<file path="config.mk">
export PLATFORM = sky130hd
export DESIGN_NAME = exe_muldiv_iter
export DESIGN_NICKNAME = d
export VERILOG_FILES = /design/src/rtl/exe_muldiv_iter.sv
export SDC_FILE = /design/constraint.sdc
export NUM_CORES = 1
export LEC_CHECK = 0
export CAP_MARGIN = 10
export CORE_ASPECT_RATIO = 1.75
export CORE_MARGIN = 4
export CORE_UTILIZATION = 61
export DETAILED_ROUTE_END_ITERATION = 10
export GPL_TIMING_DRIVEN = 0
export PLACE_DENSITY = 0.76
export SETUP_SLACK_MARGIN = 0.3
export SYNTH_ARGS = -nofsm -noshare
export SYNTH_HDL_FRONTEND = slang
export SYNTH_SLANG_ARGS = --single-unit
</file>
<file path="constraint.sdc">
create_clock -name clk_in -period 9 [get_ports clk_in]
set_input_delay 0.9 -clock clk_in [delete_from_list [all_inputs] [get_ports clk_in]]
set_output_delay 0.9 -clock clk_in [all_outputs]
set_load 0.02 [all_outputs]
</file>
<file path="src/rtl/exe_muldiv_iter.sv">
// Iterative RV32M/RV64M multiply/divide unit: shift-add multiply, restoring divide,
// optional one-cycle divide special cases and quotient/remainder reuse.
module exe_muldiv_iter #(
  parameter int unsigned XLEN          = 32,
  parameter int unsigned MUL_STEP_BITS = 1,
  parameter bit          DIV_EARLY_OUT = 1'b1,
  parameter bit          DIV_REUSE     = 1'b1
) (
  input  logic            clk_in,
  input  logic            reset_n_in,
  input  logic            start_in,
  input  logic [2:0]      op_in,
  input  logic [XLEN-1:0] op1_in,
  input  logic [XLEN-1:0] op2_in,
  input  logic [4:0]      reg_waddr_in,
  input  logic            flush_in,
  output logic            stall_req_out,
  output logic            busy_out,
  output logic            result_valid_out,
  output logic [XLEN-1:0] reg_wdata_out,
  output logic [4:0]      reg_waddr_out,
  output logic            reg_we_out
);

  localparam int unsigned MulCycles = XLEN / MUL_STEP_BITS;
  localparam int unsigned CntW      = $clog2(XLEN) + 1;

  localparam logic [1:0] StIdle = 2'd0;
  localparam logic [1:0] StMul  = 2'd1;
  localparam logic [1:0] StDiv  = 2'd2;
  localparam logic [1:0] StDone = 2'd3;

  logic [1:0]        state_q, state_d;
  logic [2:0]        op_q;
  logic [4:0]        waddr_q;
  logic [XLEN-1:0]   op1_q, op2_q;
  logic              neg_q, a_neg_q, hit_q;
  logic [CntW-1:0]   cnt_q;
  logic [2*XLEN-1:0] prod_q, mcand_q;
  logic [XLEN-1:0]   mplier_q, quo_q, rem_q, dvsr_q;

  logic              c_valid_q, c_signed_q;
  logic [XLEN-1:0]   c_op1_q, c_op2_q, c_quo_q, c_rem_q;

  // Operand decode at issue
  logic            a_signed, b_signed, a_neg, b_neg, div_zero, div_ovf, early, hit, accept;
  logic [XLEN-1:0] a_mag, b_mag;

  always_comb begin
    a_signed = op_in[2] ? ~op_in[0] : (op_in[1:0] != 2'b11);
    b_signed = op_in[2] ? ~op_in[0] : (op_in[1] == 1'b0);
    a_neg    = a_signed & op1_in[XLEN-1];
    b_neg    = b_signed & op2_in[XLEN-1];
    a_mag    = a_neg ? -op1_in : op1_in;
    b_mag    = b_neg ? -op2_in : op2_in;
    div_zero = (op2_in == '0);
    div_ovf  = ~op_in[0] & (op1_in == {1'b1, {(XLEN-1){1'b0}}}) & (op2_in == '1);
    early    = DIV_EARLY_OUT & (div_zero | div_ovf);
    hit      = DIV_REUSE & c_valid_q & (c_op1_q == op1_in) & (c_op2_q == op2_in) &
               (c_signed_q == ~op_in[0]);
    accept   = (state_q == StIdle) & start_in & ~flush_in;
  end

  // Iteration datapath
  logic [2*XLEN-1:0] digit_ext;
  logic [XLEN:0]     rem_sh, diff;
  logic              ge;

  always_comb begin
    digit_ext = '0;
    digit_ext[MUL_STEP_BITS-1:0] = mplier_q[MUL_STEP_BITS-1:0];
    rem_sh = {rem_q, quo_q[XLEN-1]};
    diff   = rem_sh - {1'b0, dvsr_q};
    ge     = (rem_sh >= {1'b0, dvsr_q});
  end

  // Sign fixup and result select
  logic [2*XLEN-1:0] prod_fix;
  logic [XLEN-1:0]   quo_sel, rem_sel, result;

  always_comb begin
    prod_fix = neg_q ? -prod_q : prod_q;
    quo_sel  = hit_q ? c_quo_q : (neg_q ? -quo_q : quo_q);
    rem_sel  = hit_q ? c_rem_q : (a_neg_q ? -rem_q : rem_q);
    if (op_q[2])                result = op_q[1] ? rem_sel : quo_sel;
    else if (op_q[1:0] == 2'b00) result = prod_fix[XLEN-1:0];
    else                        result = prod_fix[2*XLEN-1:XLEN];
  end

  always_comb begin
    state_d = state_q;
    unique case (state_q)
      StIdle: if (accept) state_d = !op_in[2] ? StMul : ((early || hit) ? StDone : StDiv);
      StMul:  if (cnt_q == '0) state_d = StDone;
      StDiv:  if (cnt_q == '0) state_d = StDone;
      StDone: state_d = StIdle;
      default: state_d = StIdle;
    endcase
    if (flush_in) state_d = StIdle;
  end

  always_ff @(posedge clk_in or negedge reset_n_in) begin
    if (!reset_n_in) begin
      state_q  <= StIdle;
      op_q     <= '0;
      waddr_q  <= '0;
      op1_q    <= '0;
      op2_q    <= '0;
      neg_q    <= 1'b0;
      a_neg_q  <= 1'b0;
      hit_q    <= 1'b0;
      cnt_q    <= '0;
      prod_q   <= '0;
      mcand_q  <= '0;
      mplier_q <= '0;
      quo_q    <= '0;
      rem_q    <= '0;
      dvsr_q   <= '0;
    end else begin
      state_q <= state_d;
      if (accept) begin
        op_q     <= op_in;
        waddr_q  <= reg_waddr_in;
        op1_q    <= op1_in;
        op2_q    <= op2_in;
        a_neg_q  <= a_neg;
        hit_q    <= op_in[2] & hit & ~early;
        neg_q    <= (a_neg ^ b_neg) & ~(op_in[2] & div_zero);
        cnt_q    <= op_in[2] ? CntW'(XLEN - 1) : CntW'(MulCycles - 1);
        prod_q   <= '0;
        mcand_q  <= {{XLEN{1'b0}}, a_mag};
        mplier_q <= b_mag;
        dvsr_q   <= b_mag;
        // Early-out preloads final magnitudes so the normal sign fixup applies
        if (early) begin
          quo_q <= div_zero ? '1 : a_mag;
          rem_q <= div_zero ? a_mag : '0;
        end else begin
          quo_q <= a_mag;
          rem_q <= '0;
        end
      end else if (state_q == StMul) begin
        prod_q   <= prod_q + mcand_q * digit_ext;
        mcand_q  <= mcand_q << MUL_STEP_BITS;
        mplier_q <= mplier_q >> MUL_STEP_BITS;
        cnt_q    <= cnt_q - 1'b1;
      end else if (state_q == StDiv) begin
        rem_q <= ge ? diff[XLEN-1:0] : rem_sh[XLEN-1:0];
        quo_q <= {quo_q[XLEN-2:0], ge};
        cnt_q <= cnt_q - 1'b1;
      end
    end
  end

  always_ff @(posedge clk_in or negedge reset_n_in) begin
    if (!reset_n_in) begin
      c_valid_q  <= 1'b0;
      c_signed_q <= 1'b0;
      c_op1_q    <= '0;
      c_op2_q    <= '0;
      c_quo_q    <= '0;
      c_rem_q    <= '0;
    end else if (flush_in) begin
      c_valid_q <= 1'b0;
    end else if (state_q == StDone && op_q[2]) begin
      c_valid_q  <= 1'b1;
      c_signed_q <= ~op_q[0];
      c_op1_q    <= op1_q;
      c_op2_q    <= op2_q;
      c_quo_q    <= quo_sel;
      c_rem_q    <= rem_sel;
    end
  end

  logic done_ok;

  always_comb begin
    done_ok          = (state_q == StDone) & ~flush_in;
    busy_out         = (state_q != StIdle);
    stall_req_out    = accept | (busy_out & (state_q != StDone) & ~flush_in);
    result_valid_out = done_ok;
    reg_we_out       = done_ok;
    reg_wdata_out    = done_ok ? result : '0;
    reg_waddr_out    = done_ok ? waddr_q : '0;
  end

endmodule

</file>
## After elaboration in Yosys (flattened, before gate mapping)

Cells that the tools add are included.

| storage, ports and cells | value |
|---|---|
| output and inout bits | 41 |
| logic and storage cells | 126 |
| input port bits | 76 |
| register bits | 469 |

| operators by class | value |
|---|---|
| equal/unequal tests | 13 |
| multiply operators | 1 |
| multiplexer cells | 42 |
| reduce and logical (&&, ||, !) cells | 15 |
| add/sub/neg operators | 8 |
| $lt $le $gt $ge | 1 |
| bitwise gates (word level) | 25 |

Operators by type and width:

| cell | number |
|---|---|
| 32-bit two-way mux | 23 |
| 64-bit two-way mux | 5 |
| 32-bit negator | 4 |
| 64-bit adder | 1 |
| 32-bit == test | 2 |
| 32-bit == test, second input constant | 2 |
| 64-bit by 1-bit multiplier with 64-bit output | 1 |
| 64-bit negator | 1 |
| 33-bit by 32-bit >= comparator with 1-bit output | 1 |
| 32-bit logical NOT | 1 |
| 32-bit subtractor | 1 |
| 6-bit two-way mux | 3 |
| 1-bit AND | 16 |
| 2-bit two-way mux | 4 |
| 2-bit nonzero test | 4 |
| 6-bit logical NOT | 1 |
| 2-bit != test, second input constant | 3 |
| 1-bit inverter | 6 |
| 2-bit one-hot mux with 3 select lines | 1 |
| 2-bit AND reduction | 3 |
| 6-bit by 1-bit subtractor with 6-bit output, second input constant | 1 |
| 1-bit two-way mux | 5 |
| 5-bit two-way mux | 1 |
| 2-bit == test, second input constant | 2 |
| 11 further kinds | 13 |

## Depth between registers and ports, before layout

Gate-level depths: netlist of run 1.

| depth | value |
|---|---|
| depth after elaboration | 10 |
| depth in mapped cells | 15 |
| gate-level depth less buffers | 13 |

## Least setup slack after synthesis of run 1

No wires, ideal clock.

| timing path | value |
|---|---|
| kind | reg-to-output |
| start point | reg prod_q[6] |
| end point | out reg_wdata_out[18] |
| path slack | 4921 ps |
| cell stages (with the launch flop) | 10 |
| arrival time | 3179 ps |
| data required time | 8100 ps |
| path buffers | 1 |
| path through | dfrtp_1 > or4_4 > or4_1 > clkbuf_1 > nor2_2 > nand3_1 > or4_1 > o31ai_1 > xor2_1 > a221oi_1 |

| between the ends | value |
|---|---|
| word-level cells in the longest chain between the ends | 5 |

Ends and longest elaborated chain:

| what | line | RTL |
|---|---|---|
| start, declared | 39 | `logic [2*XLEN-1:0] prod_q, mcand_q;` |
| start signal, assigned | 143 | `prod_q <= prod_q + mcand_q * digit_ext;` |
| 64-bit negator | 82 | `prod_fix = neg_q ? -prod_q : prod_q;` |
| 64-bit two-way mux | 82 |  |
| 32-bit two-way mux | 86 | `else if (op_q[1:0] == 2'b00) result = prod_fix[XLEN-1:0];` |
| 32-bit two-way mux | 85 | `if (op_q[2]) result = op_q[1] ? rem_sel : quo_sel;` |
| 32-bit two-way mux | 183 | `reg_wdata_out = done_ok ? result : '0;` |
| end, declared | 20 | `output logic [XLEN-1:0] reg_wdata_out,` |

No other way between the ends.

## Worst setup path in the final report of run 1

| timing path | value |
|---|---|
| start point | reg mplier_q[0] |
| end point | reg prod_q[63] |

| between the ends | value |
|---|---|
| word-level cells in the longest chain between the ends | 4 |

Ends and longest elaborated chain:

| what | line | RTL |
|---|---|---|
| start, declared | 40 | `logic [XLEN-1:0] mplier_q, quo_q, rem_q, dvsr_q;` |
| start signal, assigned | 132 | `mplier_q <= b_mag;` |
| start signal, assigned | 145 | `mplier_q <= mplier_q >> MUL_STEP_BITS;` |
| 64-bit by 1-bit multiplier with 64-bit output | 143 |  |
| 64-bit adder | 143 |  |
| 64-bit two-way mux | 142 | `end else if (state_q == StMul) begin` |
| 64-bit two-way mux | 121 | `if (accept) begin` |

No other way between the ends. The select of a mux whose other input is x is not followed.
A chain may end at the register's enable or synchronous reset.

==> flow_summary.rst, run 1 <==
.. list-table::
   :header-rows: 1

   * - Metric
     - Value
   * - Count of boundary I/O pins
     - about 120
   * - Clock tree buffer depth
     - 3
   * - Resized cells post-CTS
     - 0
   * - Start of the worst register-to-register path
     - mplier_q[0]$_DFFE_PN0P_
   * - Number of vias after detailed routing
     - between 30000 and 40000
   * - Final routed wirelength across all metal layers
     - between 100000 and 150000 µm
   * - Number of iterations in the first detailed-routing pass
     - 7
   * - Data required time at the worst endpoint
     - around 9.5 ns
   * - Clock Sinks
     - between 400 and 500
   * - Maximum number of pins on one net before global-route repair
     - between 100 and 150
   * - Dominant register cell in the synthesized netlist
     - sky130_fd_sc_hd__dfrtp_1
   * - Met1 Wirelength
     - around 39000 µm
   * - Fraction of final layout cells sized beyond drive strength 1
     - 0.03828
   * - R2r worst-path depth
     - 15
   * - # hold bufs at CTS
     - 0
   * - Static Leak
     - ~15 nW
   * - Arrival time of data at the critical path endpoint
     - 6.83 ns
   * - Leading cell type in the layout, fill and taps excluded
     - sky130_fd_sc_hd__nand2_1
   * - Antenna violations before repair
     - 7
   * - Class of the tightest hold or removal check
     - in2async
   * - Share of the yosys chip area belonging to registers
     - 0.3790
   * - Overall fraction of global-route tracks in use
     - 0.4512
   * - Core area
     - approximately 0.050 mm²
   * - Met3 wire len
     - roughly 9600 µm
   * - Internal power contribution
     - 6.475 mW
   * - Final-report max-slew violation count
     - 0
   * - Horizontal die dimension
     - between 150 and 200 µm
   * - Outcome
     - finished, violations left
   * - Worst ir drop on vdd
     - around 290 µV
   * - Number of cell rows
     - 108
   * - Post-placement worst setup slack
     - approximately 3.2 ns
   * - Syn-to-layout area delta
     - 11.65%
   * - Wire length per cell after detailed routing
     - around 27 µm
   * - Fraction of synthesized cell area taken by the top area cell type
     - 0.3790
   * - Worst-path cell with the longest stage delay
     - sky130_fd_sc_hd__clkbuf_1
   * - Final hold violations
     - 0
   * - Post-synth EDFFs
     - 0
   * - Max-slew headroom
     - 0.001352
   * - Die height
     - just over 300 µm
   * - Reg clk slew, reported paths
     - around 0.070 ns
   * - Final cycle utilization of the critical path
     - 0.7023
   * - Post-CTS Setup Bufs
     - 0
   * - Max capacitance violation total
     - 1
   * - Via count of the first global-routing pass
     - ~30000
   * - Cell variety after synth
     - a little under 80
   * - Average footprint of a synthesized cell
     - 8.241 µm²
   * - Met2 layer wire length in the routed design
     - roughly 57000 µm
   * - CTS buffer count
     - 46
   * - Switching share of total power
     - 0.4824
   * - Layout Utilization
     - 0.6919
   * - Worst setup path startpoint
     - mplier_q[0]$_DFFE_PN0P_
   * - Clock power frac
     - 0.159
   * - Post-layout net count
     - ~4100
   * - Sequential share of power
     - 0.302
   * - CTS tree
     - built
   * - Final critical delay including setup and external delays
     - between 6 and 7 ns
   * - Worst path cell trace
     - clkbuf_1 -> clkbuf_1 -> and2_1 -> ha_1 -> clkbuf_1 -> nand2_1 -> nor4_1 -> nand2_1 -> nor4_1 -> o21ai_0 -> a21oi_1 -> o21ai_0 -> a2111oi_0 -> a211o_1 -> mux2i_1
   * - Maximum fanout count along the critical path
     - 10
   * - Antenna-violating nets left
     - 0
   * - DRT iter0 DRCs
     - around 2700
   * - Cell count after synthesis
     - ~3800
   * - Die Footprint
     - about 0.054 mm²
   * - HPWL Detailed
     - roughly 95000 µm
   * - Commonest cells after routing, fill and taps aside
     - sky130_fd_sc_hd__nand2_1 (692), sky130_fd_sc_hd__dfrtp_1 (468), sky130_fd_sc_hd__o21ai_0 (311), sky130_fd_sc_hd__nor2_1 (303), sky130_fd_sc_hd__a21oi_1 (267)
   * - Post-route setup slack
     - approximately 2.7 ns
   * - Latest clock arrival within the worst-skew pair
     - 0.60 ns
   * - Cell taking the most area after synthesis
     - sky130_fd_sc_hd__dfrtp_1
   * - Least-Margin Pin Slew
     - approximately 1.5 ns
   * - Final setup violating endpoints
     - 0
   * - Setup TNS Final
     - 0 ns
   * - Worst Skew
     - 0.02286 ns
   * - Top Metal Used
     - met5
   * - GRT Residual Overflow
     - 0
   * - Total power draw
     - ~13 mW
   * - Cell area after technology mapping
     - between 0.03 and 0.04 mm²
   * - Maximum clock frequency
     - roughly 160 MHz
   * - Capture point of the worst reg-to-reg path
     - prod_q[63]$_DFFE_PN0P_
   * - Effective utilization at floorplan
     - 0.6197
   * - Leading cell types by total area after synthesis
     - sky130_fd_sc_hd__dfrtp_1 (38%), sky130_fd_sc_hd__nand2_1 (8.4%), sky130_fd_sc_hd__o21ai_0 (5.1%)
   * - CP peak stage delay
     - between 0.8 and 0.9 ns
   * - Logic pwr share
     - 0.539
   * - Gp weighted congestion
     - 1.114
   * - DRC
     - 0
   * - Number of storage elements in the synthesis netlist
     - 468
   * - Wire length of the first global-routing pass
     - 182900 µm
   * - Critical Path Most Common Cell
     - sky130_fd_sc_hd__clkbuf_1
   * - Mapped Nets
     - slightly below 4000
   * - Count of synthesis-stage warnings from yosys
     - 0
   * - Violated checks
     - max-capacitance violations
   * - Buffers on Ports
     - 100
   * - Critical Path Sink Type
     - flop
   * - Level count of the clock H-tree
     - 2
   * - Cell at the root of the clock tree
     - sky130_fd_sc_hd__clkbuf_16
   * - Vias/cell
     - ~6.5
   * - Worst R2R Setup Slack
     - about 2.7 ns
   * - PwrDens
     - about 360 mW/mm²
   * - Startpoint types
     - flop
   * - Net switching power
     - around 6 mW
   * - Category of the most critical setup path
     - reg2reg
   * - Setup repair after global routing missed its margin
     - no
   * - Async set-reset flop share out of synthesis
     - 1.000
critical path: cells and delay by family (launching register included):
kind                     cells  cell delay (ns)
AO/OA/AOI/OAI                5             1.92
adder cells (fa/ha/maj)      1             0.12
buffers and inverters        3             1.58
flip-flops                   1             0.53
multiplexers                 1             0.19
AND/OR/NAND/NOR              5             1.87
synthesized netlist by cell type, types with 15 or more instances:
cell,instances
sky130_fd_sc_hd__a211oi_1,64
sky130_fd_sc_hd__a21o_1,68
sky130_fd_sc_hd__a21oi_1,267
sky130_fd_sc_hd__a221oi_1,34
sky130_fd_sc_hd__a31oi_1,19
sky130_fd_sc_hd__and2_1,78
sky130_fd_sc_hd__buf_1,26
sky130_fd_sc_hd__clkbuf_1,197
sky130_fd_sc_hd__dfrtp_1,468
sky130_fd_sc_hd__ha_1,108
sky130_fd_sc_hd__inv_1,102
sky130_fd_sc_hd__mux2i_1,123
sky130_fd_sc_hd__nand2_1,692
sky130_fd_sc_hd__nand2b_1,24
sky130_fd_sc_hd__nand3_1,35
sky130_fd_sc_hd__nand4_1,33
sky130_fd_sc_hd__nor2_1,303
sky130_fd_sc_hd__nor2b_1,42
sky130_fd_sc_hd__nor3_1,45
sky130_fd_sc_hd__nor4_1,36
sky130_fd_sc_hd__o21a_1,15
sky130_fd_sc_hd__o21ai_0,312
sky130_fd_sc_hd__o21bai_1,16
sky130_fd_sc_hd__o22ai_1,39
sky130_fd_sc_hd__o31ai_1,48
sky130_fd_sc_hd__o41ai_1,28
sky130_fd_sc_hd__or2_2,19
sky130_fd_sc_hd__or3_1,31
sky130_fd_sc_hd__or4_1,22
sky130_fd_sc_hd__xnor2_1,137
sky130_fd_sc_hd__xor2_1,156
worst max path at each step:
stage	to	slack, ns
after floorplan	reg_wdata_out[18]	4.92
after global placement	dvsr_q[16]$_DFFE_PN0P_	-13.81
after detailed placement	prod_q[63]$_DFFE_PN0P_	3.17
after CTS	prod_q[63]$_DFFE_PN0P_	3.13
after global routing	prod_q[56]$_DFFE_PN0P_	2.55
final	prod_q[63]$_DFFE_PN0P_	2.68
routing by layer:
metal,up-vias,GRT usage
met4,4,0.4773
met2,1662,0.7296
li1,13470,-
met5,-,0
met1,14260,0.4494
met3,756,0.1089
registers in the layout, indices dropped and copies added (netlist names), 3 cells and up:
name	cells
c_rem_q	32
waddr_q	5
prod_q	64
c_quo_q	32
op2_q	32
quo_q	32
dvsr_q	31
cnt_q	6
op_q	3
mplier_q	32
op1_q	32
rem_q	32
c_op2_q	32
c_op1_q	32
mcand_q	64
cell type report:
| cell class | instances | area (µm²) |
|---|---|---|
| multi-input combinational | 2950 | 17980 |
| fill | 4339 | 15360 |
| sequential | 468 | 11710 |
| clock buffer | 70 | 1403 |
| timing repair buffer | 113 | 1211 |
| buffer | 229 | 874.6 |
| tap | 660 | 825.8 |
| inverter | 103 | 386.6 |
| clock inverter | 12 | 106.4 |
| antenna | 2 | 5.005 |
through the flow:
stage	hold WS [ns]	instances	instance area [µm²]
2_1_floorplan	0.4374	3750	30900
3_3_place_gp	0.4460	4510	32730
3_5_place_dp	0.4499	4517	32900
4_1_cts	0.1797	4599	34410
5_1_grt	0.2004	4605	34500
6_report	0.1824	4607	34500
logic make-up after synthesis:
| family | count (synthesis) | share of synthesized area |
|---|---|---|
| muxes | 144 | 0.05004 |
| DFF | 468 | 0.3790 |
| buffers and inverters | 332 | 0.04081 |
| AOI/OAI and AO/OA | 995 | 0.1977 |
| adders and majority gates | 110 | 0.04502 |
| xor gates and xnor gates | 293 | 0.08304 |
| and+or+nand+nor | 1408 | 0.2044 |
power groups by stage:
stage          clock network (mW)  logic [mW]  registers (mW)
3_5_place_dp                    0        6.41            3.78
5_1_grt                      2.06        7.25            3.87
2_1_floorplan                   0        4.50            3.49
3_3_place_gp                    0        6.30            3.76
4_1_cts                      1.98        6.46            3.74
6_report                     1.98        6.74            3.78
No activity file was read; power rests on OpenSTA's default activity.
==> inputs of run 2 (changes only) <==
- clock period: 9 -> 6.45 ns (I/O delays scaled with it)
==> flow_summary.rst, run 2 (same netlist as run 1, synthesis figures left out) <==
.. list-table::
   :header-rows: 1

   * - Metric
     - Value
   * - Final cycle utilization of the critical path
     - 0.9191
   * - DRC
     - 0 (unchanged)
   * - Static Leak
     - 15.43 nW (about the same)
   * - Worst R2R Setup Slack
     - 0.55 ns (-2.13 ns)
   * - Post-route design area
     - 0.03453 mm² (about the same)
   * - Gp weighted congestion
     - 1.114 (unchanged)
   * - Number of vias after detailed routing
     - 30160 (+0.0066%)
   * - CTS tree
     - built
   * - Final hold violations
     - 0 (unchanged)
   * - Hold path startpoint
     - op1_in[15]
   * - Post-CTS Setup Bufs
     - 0 (unchanged)
   * - Antenna-violating nets left
     - 0 (unchanged)
   * - Layout Utilization
     - 0.6925 (about the same)
   * - Commonest cells after routing, fill and taps aside
     - sky130_fd_sc_hd__nand2_1 (692), sky130_fd_sc_hd__dfrtp_1 (468), sky130_fd_sc_hd__o21ai_0 (310), sky130_fd_sc_hd__nor2_1 (303), sky130_fd_sc_hd__a21oi_1 (267)
   * - Die height
     - 305.7 µm (unchanged)
   * - Clock Sinks
     - 468 (unchanged)
   * - Horizontal die dimension
     - 178.1 µm (unchanged)
   * - Final critical delay including setup and external delays
     - a little under 6 ns
   * - Effective utilization at floorplan
     - 0.6197 (unchanged)
   * - Worst-path cell with the longest stage delay
     - sky130_fd_sc_hd__buf_1
   * - Wire length per cell after detailed routing
     - 26.73 µm (-0.24%)
   * - Startpoint types
     - input pin
   * - Maximum number of pins on one net before global-route repair
     - 120 (unchanged)
   * - CP peak stage delay
     - 0.98 ns (+0.10 ns)
   * - Final-layout fill cell count
     - 4331 (-0.18%)
   * - Maximum clock frequency
     - 168.7 MHz
   * - Reg clk slew, reported paths
     - 0.06 ns (about the same)
   * - Wire length of the first global-routing pass
     - 183200 µm (+0.14%)
   * - Via count of the first global-routing pass
     - 30100 (+0.20%)
   * - Level count of the clock H-tree
     - 2 (unchanged)
   * - Number of iterations in the first detailed-routing pass
     - 5 (-2)
   * - Worst ir drop on vdd
     - 406.2 µV (+40%)
   * - Family with the most delay on the worst path
     - buffers and inverters
   * - Dpl cell area
     - 0.03290 mm² (unchanged)
   * - CTS buffer count
     - 46 (unchanged)
   * - Fraction of final layout cells sized beyond drive strength 1
     - 0.03852 (+0.0002437)
   * - Setup repair after global routing missed its margin
     - no
   * - Data required time at the worst endpoint
     - 5.80 ns (-3.71 ns)
   * - Core area
     - 0.04986 mm² (unchanged)
   * - Arrival time of data at the critical path endpoint
     - 5.28 ns (-1.55 ns)
   * - Max-slew headroom
     - 0.01574 (+0.01438)
   * - Latest clock arrival within the worst-skew pair
     - 0.60 ns (about the same)
   * - Post-placement worst setup slack
     - 0.6166 ns (-2.550 ns)
   * - HPWL Detailed
     - 94970 µm (unchanged)
   * - DRT iter0 DRCs
     - 2893 (+7.9%)
   * - Count of boundary I/O pins
     - 117 (unchanged)
   * - Cell at the root of the clock tree
     - sky130_fd_sc_hd__clkbuf_16
   * - Leading cell type in the layout, fill and taps excluded
     - sky130_fd_sc_hd__nand2_1
   * - Registers with the most flip-flops
     - mcand_q: 64 flops, prod_q: 64 flops
   * - GRT Residual Overflow
     - 0 (unchanged)
   * - R2r worst-path depth
     - 15 (unchanged)
   * - Outcome
     - completed
   * - Total power draw
     - 17.44 mW (+39%)
   * - PwrDens
     - 505.1 mW/mm² (+39%)
   * - Worst path cell trace
     - clkbuf_1 -> nand3b_1 -> clkbuf_1 -> buf_1 -> buf_1 -> o21ai_0 -> clkdlybuf4s50_1
   * - Buffers on Ports
     - 100 (unchanged)
   * - Max capacitance violation total
     - 0 (-1)
   * - Post-route setup slack
     - 0.5217 ns (-2.157 ns)
   * - Worst Skew
     - 0.02344 ns (+0.0005842 ns)
   * - Syn-to-layout area delta
     - 11.75% (about the same)
   * - Post-route worst hold slack
     - 0.4333 ns (+0.2509 ns)
   * - Worst Hold Endpoint
     - op1_q[15]$_DFFE_PN0P_
   * - Clock tree buffer depth
     - 3 (unchanged)
   * - Critical Path Sink Type
     - output port
   * - Final routed wirelength across all metal layers
     - 123300 µm (about the same)
   * - Class of the tightest hold or removal check
     - in2reg
   * - Number of cells on the worst hold path
     - 3
   * - Number of cell rows
     - 108 (unchanged)
   * - Start of the worst register-to-register path
     - mplier_q[0]$_DFFE_PN0P_
   * - Overall fraction of global-route tracks in use
     - 0.4514 (about the same)
   * - Die Footprint
     - 0.05447 mm² (unchanged)
   * - Final setup violating endpoints
     - 0 (unchanged)
   * - Critical path buffers and inverters
     - 5 (+2)
   * - Maximum fanout count along the critical path
     - 10 (unchanged)
   * - Category of the most critical setup path
     - in2out
   * - Vias/cell
     - 6.536 (-0.15%)
   * - Capture point of the worst reg-to-reg path
     - prod_q[63]$_DFFE_PN0P_
   * - Least-Margin Pin Slew
     - 1.466 ns (-0.02705 ns)
   * - Antenna violations before repair
     - 9 (+2)
   * - Final-report max-slew violation count
     - 0 (unchanged)
   * - Post-layout net count
     - 4098 (+0.024%)
run 2: worst reg2reg max path, cell delays in order, from the launching register on:
cell and delay (ns):
sky130_fd_sc_hd__dfrtp_1 0.47, sky130_fd_sc_hd__clkbuf_2 0.50, sky130_fd_sc_hd__clkbuf_1 0.43, sky130_fd_sc_hd__and2_1 0.20
sky130_fd_sc_hd__ha_1 0.11, sky130_fd_sc_hd__clkbuf_1 0.33, sky130_fd_sc_hd__nand2_1 0.24, sky130_fd_sc_hd__nor4_1 0.81
sky130_fd_sc_hd__nand2_1 0.25, sky130_fd_sc_hd__nor4_1 0.35, sky130_fd_sc_hd__o21ai_0 0.56, sky130_fd_sc_hd__a21oi_1 0.53
sky130_fd_sc_hd__o21ai_0 0.20, sky130_fd_sc_hd__a2111oi_0 0.48, sky130_fd_sc_hd__a211o_1 0.18, sky130_fd_sc_hd__mux2i_1 0.18
run 2: metrics by stage:
step                      std cells   TNS, ns
final                          4614         0
after global routing           4607         0
after CTS                      4600         0
after detailed placement       4517         0
after global placement         4510  -7499.66
after floorplan                3750         0
run 2: final cells by class:
cell class              instances  area (µm²)  share of cell area
diodes                          8       20.02           0.0005797
plain buffers                 229       875.8             0.02536
clock buffers                  70        1403             0.04062
clock inverters                12       106.4            0.003080
inverters                     103       386.6             0.01120
multi-input cells            2950       17980              0.5206
flip-flops and latches        468       11710              0.3391
well taps                     660       825.8             0.02391
repair buffers                114        1225             0.03547
run 2: worst max-delay path by stage:
| stage | slack (ns) | to | cells after the start | from |
|---|---|---|---|---|
| after floorplan | 2.63 | reg_wdata_out[18] | 9 | prod_q[6]$_DFFE_PN0P_ |
| after global placement | -16.10 | dvsr_q[16]$_DFFE_PN0P_ | 1 | reset_n_in |
| after detailed placement | 0.62 | prod_q[63]$_DFFE_PN0P_ | 15 | mplier_q[0]$_DFFE_PN0P_ |
| after CTS | 0.58 | prod_q[63]$_DFFE_PN0P_ | 15 | mplier_q[0]$_DFFE_PN0P_ |
| after global routing | 0.51 | stall_req_out | 7 | flush_in |
| final | 0.52 | stall_req_out | 7 | flush_in |
run 2: what timing repair did:
item | in CTS | in global routing
hold buffers | 1 | 0
setup endpoints to repair | 0 | 3
endpoints found under the hold margin | 31 | 0
resized for setup | 0 | 4
run 2: routing by layer:
layer	GRT usage	routed length (µm)	up-vias
li1	-	-	13460
met1	0.4504	39200	14320
met2	0.7306	57620	1666
met3	0.1074	9280	712
met4	0.4770	17250	0
met5	0	0	-
run 2: power by group:
part	switching [mW]	internal (mW)
Combinational	6.02	3.37
Clock	1.23	1.54
Sequential	1.15	4.13
